`src/rtl/adder_share_arbiter_if.sv`:
```
// Request/response bus between the requesters and adder_share_arbiter.
// master: requester/consumer side. slave: arbiter side.
interface adder_share_arbiter_if #(
    parameter int NUM_REQ = 4,
    parameter int ID_W    = 2
);
    logic [NUM_REQ-1:0]   req_valid;
    logic [NUM_REQ*4-1:0] req_a;
    logic [NUM_REQ*4-1:0] req_b;
    logic [NUM_REQ-1:0]   req_ready;
    logic                 rsp_valid;
    logic [ID_W-1:0]      rsp_id;
    logic [4:0]           rsp_sum;
    logic                 rsp_ready;

    modport master (
        output req_valid, req_a, req_b, rsp_ready,
        input  req_ready, rsp_valid, rsp_id, rsp_sum
    );

    modport slave (
        input  req_valid, req_a, req_b, rsp_ready,
        output req_ready, rsp_valid, rsp_id, rsp_sum
    );
endinterface

```
`src/rtl/adder_share_arbiter.sv`:
```
// Round-robin arbiter sharing one external 4-bit adder among NUM_REQ requesters.
// Flow per transaction: IDLE (grant + latch operands) -> ADD (adder settles,
// sum captured) -> RESP (hold result until consumer accepts) -> IDLE.
// Optional feature: define ADDER_ARB_OVF_CNT_EN to add ovf_count_o, a saturating
// 8-bit count of accepted results whose carry bit is set.
module adder_share_arbiter #(
    parameter int NUM_REQ = 4,
    parameter int ID_W    = (NUM_REQ > 2) ? $clog2(NUM_REQ) : 1
) (
    input  logic                 clk,
    input  logic                 rst_n,
    adder_share_arbiter_if.slave bus,
    output logic [3:0]           add_a_o,
    output logic [3:0]           add_b_o,
    input  logic [4:0]           add_s_i,
    output logic                 busy_o
`ifdef ADDER_ARB_OVF_CNT_EN
    ,
    output logic [7:0]           ovf_count_o
`endif
);

    typedef enum logic [1:0] {
        S_IDLE = 2'd0,
        S_ADD  = 2'd1,
        S_RESP = 2'd2
    } state_t;

    state_t             state_q, state_d;
    logic [ID_W-1:0]    rr_ptr_q, rr_ptr_d;
    logic [ID_W-1:0]    rsp_id_q, rsp_id_d;
    logic [3:0]         add_a_q, add_a_d;
    logic [3:0]         add_b_q, add_b_d;
    logic [4:0]         rsp_sum_q, rsp_sum_d;
    logic               rsp_valid_q, rsp_valid_d;

    logic               grant_found;
    logic [ID_W-1:0]    grant_idx;
    logic [ID_W-1:0]    cand;
    logic [3:0]         sel_a, sel_b;
    logic [NUM_REQ-1:0] req_ready_c;

`ifdef ADDER_ARB_OVF_CNT_EN
    logic [7:0]         ovf_q, ovf_d;

    function automatic logic [7:0] sat_inc8(input logic [7:0] v);
        return (v == 8'hFF) ? v : v + 8'd1;
    endfunction
`endif

    // Pointer advance with explicit wrap so non-power-of-two NUM_REQ works.
    function automatic logic [ID_W-1:0] next_ptr(input logic [ID_W-1:0] id);
        if (id == ID_W'(NUM_REQ - 1)) begin
            return '0;
        end
        return id + ID_W'(1);
    endfunction

    // Round-robin search: first valid requester starting at rr_ptr.
    always_comb begin
        grant_found = 1'b0;
        grant_idx   = '0;
        cand        = '0;
        for (int k = 0; k < NUM_REQ; k++) begin
            cand = ID_W'((int'(rr_ptr_q) + k) % NUM_REQ);
            if (!grant_found && bus.req_valid[cand]) begin
                grant_found = 1'b1;
                grant_idx   = cand;
            end
        end
    end

    // Operand mux and one-hot ready; ready is forced low while reset is held.
    always_comb begin
        sel_a       = '0;
        sel_b       = '0;
        req_ready_c = '0;
        for (int k = 0; k < NUM_REQ; k++) begin
            if (grant_idx == ID_W'(k)) begin
                sel_a          = bus.req_a[4*k +: 4];
                sel_b          = bus.req_b[4*k +: 4];
                req_ready_c[k] = rst_n && grant_found && (state_q == S_IDLE);
            end
        end
    end

    // Next-state and datapath next values.
    always_comb begin
        state_d     = state_q;
        rr_ptr_d    = rr_ptr_q;
        rsp_id_d    = rsp_id_q;
        add_a_d     = add_a_q;
        add_b_d     = add_b_q;
        rsp_sum_d   = rsp_sum_q;
        rsp_valid_d = rsp_valid_q;
`ifdef ADDER_ARB_OVF_CNT_EN
        ovf_d       = ovf_q;
`endif
        case (state_q)
            S_IDLE: begin
                if (grant_found) begin
                    add_a_d  = sel_a;
                    add_b_d  = sel_b;
                    rsp_id_d = grant_idx;
                    state_d  = S_ADD;
                end
            end
            S_ADD: begin
                rsp_sum_d   = add_s_i;
                rsp_valid_d = 1'b1;
                state_d     = S_RESP;
            end
            S_RESP: begin
                if (bus.rsp_ready) begin
                    rsp_valid_d = 1'b0;
                    rr_ptr_d    = next_ptr(rsp_id_q);
                    state_d     = S_IDLE;
`ifdef ADDER_ARB_OVF_CNT_EN
                    if (rsp_sum_q[4]) begin
                        ovf_d = sat_inc8(ovf_q);
                    end
`endif
                end
            end
            default: begin
                state_d = S_IDLE;
            end
        endcase
    end

    // FSM state register.
    always_ff @(posedge clk or negedge rst_n) begin
        if (!rst_n) begin
            state_q <= S_IDLE;
        end else begin
            state_q <= state_d;
        end
    end

    // Pointer, latched operands and response registers.
    always_ff @(posedge clk or negedge rst_n) begin
        if (!rst_n) begin
            rr_ptr_q    <= '0;
            rsp_id_q    <= '0;
            add_a_q     <= '0;
            add_b_q     <= '0;
            rsp_sum_q   <= '0;
            rsp_valid_q <= 1'b0;
        end else begin
            rr_ptr_q    <= rr_ptr_d;
            rsp_id_q    <= rsp_id_d;
            add_a_q     <= add_a_d;
            add_b_q     <= add_b_d;
            rsp_sum_q   <= rsp_sum_d;
            rsp_valid_q <= rsp_valid_d;
        end
    end

`ifdef ADDER_ARB_OVF_CNT_EN
    // Saturating carry-out counter.
    always_ff @(posedge clk or negedge rst_n) begin
        if (!rst_n) begin
            ovf_q <= '0;
        end else begin
            ovf_q <= ovf_d;
        end
    end

    assign ovf_count_o = ovf_q;
`endif

    assign bus.req_ready = req_ready_c;
    assign bus.rsp_valid = rsp_valid_q;
    assign bus.rsp_id    = rsp_id_q;
    assign bus.rsp_sum   = rsp_sum_q;
    assign add_a_o       = add_a_q;
    assign add_b_o       = add_b_q;
    assign busy_o        = (state_q != S_IDLE);

endmodule

```
`src/flat_wrapper.sv`:
```
// flat-port wrapper written by rule: the top's interface ports become plain ports
module adder_share_arbiter_flat 
#(
    parameter int NUM_REQ = 4,
    parameter int ID_W    = (NUM_REQ > 2) ? $clog2(NUM_REQ) : 1
)
  (clk, rst_n, add_a_o, add_b_o, add_s_i, busy_o, bus_req_valid, bus_req_a, bus_req_b, bus_rsp_ready, bus_req_ready, bus_rsp_valid, bus_rsp_id, bus_rsp_sum);
  adder_share_arbiter_if #(.NUM_REQ(NUM_REQ), .ID_W(ID_W)) bus_i ();
  input  logic clk;
  input  logic rst_n;
  output logic [3:0] add_a_o;
  output logic [3:0] add_b_o;
  input  logic [4:0] add_s_i;
  output logic busy_o;
  input wire logic [$bits(bus_i.req_valid)-1:0] bus_req_valid;
  input wire logic [$bits(bus_i.req_a)-1:0] bus_req_a;
  input wire logic [$bits(bus_i.req_b)-1:0] bus_req_b;
  input wire logic [$bits(bus_i.rsp_ready)-1:0] bus_rsp_ready;
  output wire logic [$bits(bus_i.req_ready)-1:0] bus_req_ready;
  output wire logic [$bits(bus_i.rsp_valid)-1:0] bus_rsp_valid;
  output wire logic [$bits(bus_i.rsp_id)-1:0] bus_rsp_id;
  output wire logic [$bits(bus_i.rsp_sum)-1:0] bus_rsp_sum;
  assign bus_i.req_valid = bus_req_valid;
  assign bus_i.req_a = bus_req_a;
  assign bus_i.req_b = bus_req_b;
  assign bus_i.rsp_ready = bus_rsp_ready;
  assign bus_req_ready = bus_i.req_ready;
  assign bus_rsp_valid = bus_i.rsp_valid;
  assign bus_rsp_id = bus_i.rsp_id;
  assign bus_rsp_sum = bus_i.rsp_sum;
  adder_share_arbiter #(.NUM_REQ(NUM_REQ), .ID_W(ID_W)) u_core (.clk(clk), .rst_n(rst_n), .bus(bus_i), .add_a_o(add_a_o), .add_b_o(add_b_o), .add_s_i(add_s_i), .busy_o(busy_o));
endmodule
```
`config.mk`:
```
export PLATFORM = sky130hd
export DESIGN_NAME = adder_share_arbiter_flat
export DESIGN_NICKNAME = d
export VERILOG_FILES = /design/src/rtl/adder_share_arbiter_if.sv /design/src/rtl/adder_share_arbiter.sv /design/src/flat_wrapper.sv
export SDC_FILE = /design/constraint.sdc
export NUM_CORES = 1
export LEC_CHECK = 0
export CAP_MARGIN = 20
export CORE_MARGIN = 4
export CORE_UTILIZATION = 35
export CTS_CLUSTER_SIZE = 16
export DETAILED_ROUTE_END_ITERATION = 12
export PLACE_DENSITY = 0.76
export SKIP_LAST_GASP = 1
export SLEW_MARGIN = 20
export SYNTH_ARGS = -nofsm -noshare
export SYNTH_HDL_FRONTEND = slang
export SYNTH_SLANG_ARGS = --single-unit
```
`constraint.sdc`:
```
create_clock -name clk -period 1.6 [get_ports clk]
set_input_delay 0.32 -clock clk [delete_from_list [all_inputs] [get_ports clk]]
set_output_delay 0.32 -clock clk [all_outputs]
set_load 0.02 [all_outputs]
```
Word-level counts from Yosys, hierarchy flattened
Index checks and enable logic that the tools add are counted.
Storage, ports and cells
  bits in registers: 20
  output and inout bits: 21
  logic and storage cells: 77
Cells by class
  add/sub/neg operators: 4
  order comparisons: 4
  equality and inequality tests: 8
  mux-type cells: 38
  reductions and logical operators: 16
Operators with widths (number)
  $mux 4: 8
  $mux 1: 16
  $mux 2: 8
  $lt 2x3->1 const B: 4
  $bmux 1 s2: 4
  $eq 2x2->1 const B: 4
  $reduce_and 2->1: 4
  $pmux 2 s3: 1
  $logic_and 1x1->1: 5
  $add 2x1->2 const B: 2
  $add 2x2->2 const B: 2
  $eq 2x1->1 const B: 2
  $logic_not 2->1: 2
  $reduce_bool 2->1: 2
  $logic_not 1->1: 3
  $ne 2x1->1 const B: 1
  $ne 2x2->1 const B: 1
  $pmux 1 s2: 1

Depth between registers and ports, before layout
  word-level depth: 17
  depth in mapped cells: 7
  depth with buffers taken out: 5

Least setup slack after synthesis
No wires, ideal clock.
  kind: register -> output
  start point: reg u_core.state_q[1]
  end point: out bus_req_ready[1]
  arrival time: 1.690 ns
  slack: -0.410 ns
  stages on the path, launching flop included: 7
  cell sequence: dfrtp_1 -> or2_1 -> or2_2 -> buf_2 -> inv_1 -> nand3_1 -> nor2_1
Between the ends
  cells in the longest elaborated chain, start to end: 3
RTL lines
  from (decl): RTL line adder_share_arbiter.sv:29  | state_t state_q, state_d;
  from (signal assigned): RTL line adder_share_arbiter.sv:136  | state_q <= state_d;
  $logic_not 2->1: RTL line adder_share_arbiter.sv:82  | req_ready_c[k] = rst_n && grant_found && (state_q == S_IDLE);
  $logic_and 1x1->1: RTL line adder_share_arbiter.sv:82
  $mux 1: RTL line adder_share_arbiter.sv:79  | if (grant_idx == ID_W'(k)) begin
  to (decl): RTL line flat_wrapper.sv:19  | output wire logic [$bits(bus_i.req_ready)-1:0] bus_req_ready;
Every way passes these cells.

Worst setup path in the final report
  start point: reg u_core.rr_ptr_q[1]
  end point: out bus_req_ready[0]
Between the ends
  cells in the longest elaborated chain, start to end: 15
  elaborated cells between the ends (all ways): 29
  those cells by class: add/sub: 3; mux: 17; reduce/logical: 9
RTL lines
  from (decl): RTL line adder_share_arbiter.sv:30  | logic [ID_W-1:0] rr_ptr_q, rr_ptr_d;
  from (signal assigned): RTL line adder_share_arbiter.sv:150  | rr_ptr_q <= rr_ptr_d;
  parallel branches: the longest is 14 deep, another holds $add 2x1->2
  $mux 1 *: RTL line adder_share_arbiter.sv:79
Mark *: on every way between the ends. The select of a mux whose other input is x is not followed.

==> results.tsv <==
metric	value	unit
CTS HTree Levels	1	
Worst Min Path Start	u_core.add_b_o[3]	
Leakage	1.02	nW
clk_lat worst skew	0.29	ns
Final Setup Violations	12	
Crit Path Max Fanout	4	
cell family with most CP delay	compound AO/OA/AOI/OAI gates	
register area	502	sq um
pwr/cell area	1610	nW/um^2
Rel. slew slack	0.696	
Hold WC Path Type	register to register	
initial antenna violation count	0	
Die ar.	4390	sq um
Gate Count Post-Synth	111	
Critical Path Max Stage Delay	0.45	ns
Final Hold Fails	0	
Seq cells post-synth	20	
Port Buffers	64	
TritonCTS clock tree	built	
via count	1118	
Synth warnings	0	
post-route insts no fill	232	
dominant synthesized flop cell	dfrtp_1	
f_max	501	MHz
CP max-delay cell	dfrtp_2	
share of layout cells above drive strength 1	0.298	
Yosys cell types	34	
EDFF count, synth	0	
GRT overflow	0	
RSZ-0062 raised after global routing	true	
GR Util All Layers	0.165	
Critical R2R Launch	u_core.rr_ptr_q[1]	
Worst Max-Slew Pin Slew	0.454	ns
fin worst setup slack	-0.398	ns
CTS clk-pin slew, worst paths	0.10	ns
vias per cell	4.82	
post-synthesis sequential area ratio	0.421	
Nets	235	
max-capacitance violation count	0	
Placer Congestion	0.734	
ANT nets after route	0	
core area	3150	sq um
startpoint types	register	
syn_nets	156	
initial drt markers	15	
first-pass GRT wire length	5.56	mm
row cnt	20	
CP bufs+invs	2	
Initial Utilization	0.377	
Slew Viols, Final	0	
Bufs on Longest Clock Path	2	
failing checks	setup timing	
worst vdd ir	758	uV
most frequent cells in the layout	clkdlybuf4s50_1 (40), dfrtp_1 (19), buf_4 (18)	
CP required	1.28	ns
Post-CTS Hold Buffers	0	
post-DR wirelength/cell	14.7	microns
io pins	65	
Area growth syn-to-layout	78.6	%
total wire length	3.42	mm
CP endpoint kind	output port	
Mapped Area	1190	sq um
clk root buf	clkbuf_4	
# placed instances	227	
CP arrival	1.68	ns
clock sink count	20	
fin crit period	2.00	ns
Final Cycle Share	1.25	
asr flop ratio synth	1.00	
DP HPWL	2.77	mm
CTS buffer count	3	
skew final	0.00181	ns
commonest non-fill, non-tap cell in the layout	clkdlybuf4s50_1	
Die Wd	66.2	microns
n_diodes	0	
drt first pass iters	3	
status	complete, but fails checks	
Multi-input gate area	731	sq um
crit path from	u_core.rr_ptr_q[1]	
fill count	265	
Mean Syn Cell Area	10.7	sq um
DIE HEIGHT	66.2	microns
setup TNS	-4.03	ns
largest net degree at the start of global routing	27	
vias in the first global route	1222	
critical path class	register to output port	
CP Cell Sequence	buf_4 > a21o_2 > a21oi_4 > o22a_2 > nor2_4 > buf_6	
Residual DRC	0	
==> metrics by stage <==
step | area, sq um | utilization | setup slack [ns] | power (W) | hold WS [ns]
global route | 2120 | 0.673 | -0.472 | 0.00367 | 0.526
global placement | 2010 | 0.638 | -0.925 | 0.00315 | 0.472
CTS | 2090 | 0.662 | -0.432 | 0.00345 | 0.504
detailed placement | 2010 | 0.638 | -0.972 | 0.00321 | 0.481
finish | 2120 | 0.673 | -0.398 | 0.00342 | 0.498
floorplan | 1260 | - | -0.185 | 0.00232 | 0.0244
==> registers in the layout, indices dropped and copies added, names as in the netlist <==
register              flops
u_core.bus.rsp_id         2
u_core.bus.rsp_valid      1
u_core.add_a_o            4
u_core.state_q            2
u_core.bus.rsp_sum        5
u_core.add_b_o            4
u_core.rr_ptr_q           2
==> kinds of logic (layout without fill, tap and decap cells) <==
group / count (synthesis) / in the layout / synth area share
buf+inv: 13 / 90 / 0.0643
mux: 22 / 22 / 0.196
compound gates: 21 / 21 / 0.159
fa+ha+maj: 1 / 1 / 0.0105
simple gates: 34 / 34 / 0.149
flops: 20 / 20 / 0.421
==> layout make-up <==
type | count | area share
clock buffers | 3 | 0.0106
inverters | 5 | 0.0112
multi-input cells | 78 | 0.345
flip-flops and latches | 20 | 0.237
well taps | 44 | 0.0260
repair buffers | 82 | 0.371
==> metal layers <==
metal	track usage	part of all wire
met3	0.0306	0.071
met2	0.287	0.50
met5	0	0
met4	0.0533	0.0082
met1	0.203	0.42
==> cell usage after synthesis, types with 2 or more instances <==
library cell / count / area (sq um)
nor2_1: 5 / 18.8
nand3_1: 2 / 10.0
nor3_1: 14 / 70.1
mux2i_1: 15 / 150
a21oi_1: 4 / 20.0
mux2_2: 6 / 67.6
buf_2: 3 / 15.0
nand2_1: 4 / 15.0
dfrtp_1: 20 / 500
a211o_1: 7 / 61.3
clkbuf_1: 2 / 7.51
o21ai_0: 2 / 10.0
or2_2: 2 / 12.5
inv_1: 5 / 18.8
==> where the power goes <==
group	internal (W)	switching [W]	leakage [nW]
clock	0.0000874	0.000140	0.0138
sequential	0.000763	0.000163	0.240
combinational	0.00113	0.00114	0.762
total	0.00198	0.00144	1.02
==> repair_timing <==
item | CTS | global route
endpoints found under the setup margin | 24 | 21
setup buffers | 3 | 0
gates resized for setup | 48 | 11
endpoints found under the hold margin | 0 | 0
pin swaps | 9 | 2
==> path summary, 6_finish.rpt <==
path	to	slack (ns)	cells past startpoint
min in group asynchronous	u_core.add_a_o[3]	0.58	2
worst min-delay path	u_core.add_b_o[3]	0.50	1
worst max-delay path	bus_req_ready[0]	-0.40	6
worst min register to register	u_core.add_b_o[3]	0.50	1
worst max register to register	u_core.add_b_o[0]	-0.35	6
max in group asynchronous	u_core.rr_ptr_q[1]	0.80	2
Note: power is estimated with default switching activity, not from simulation.
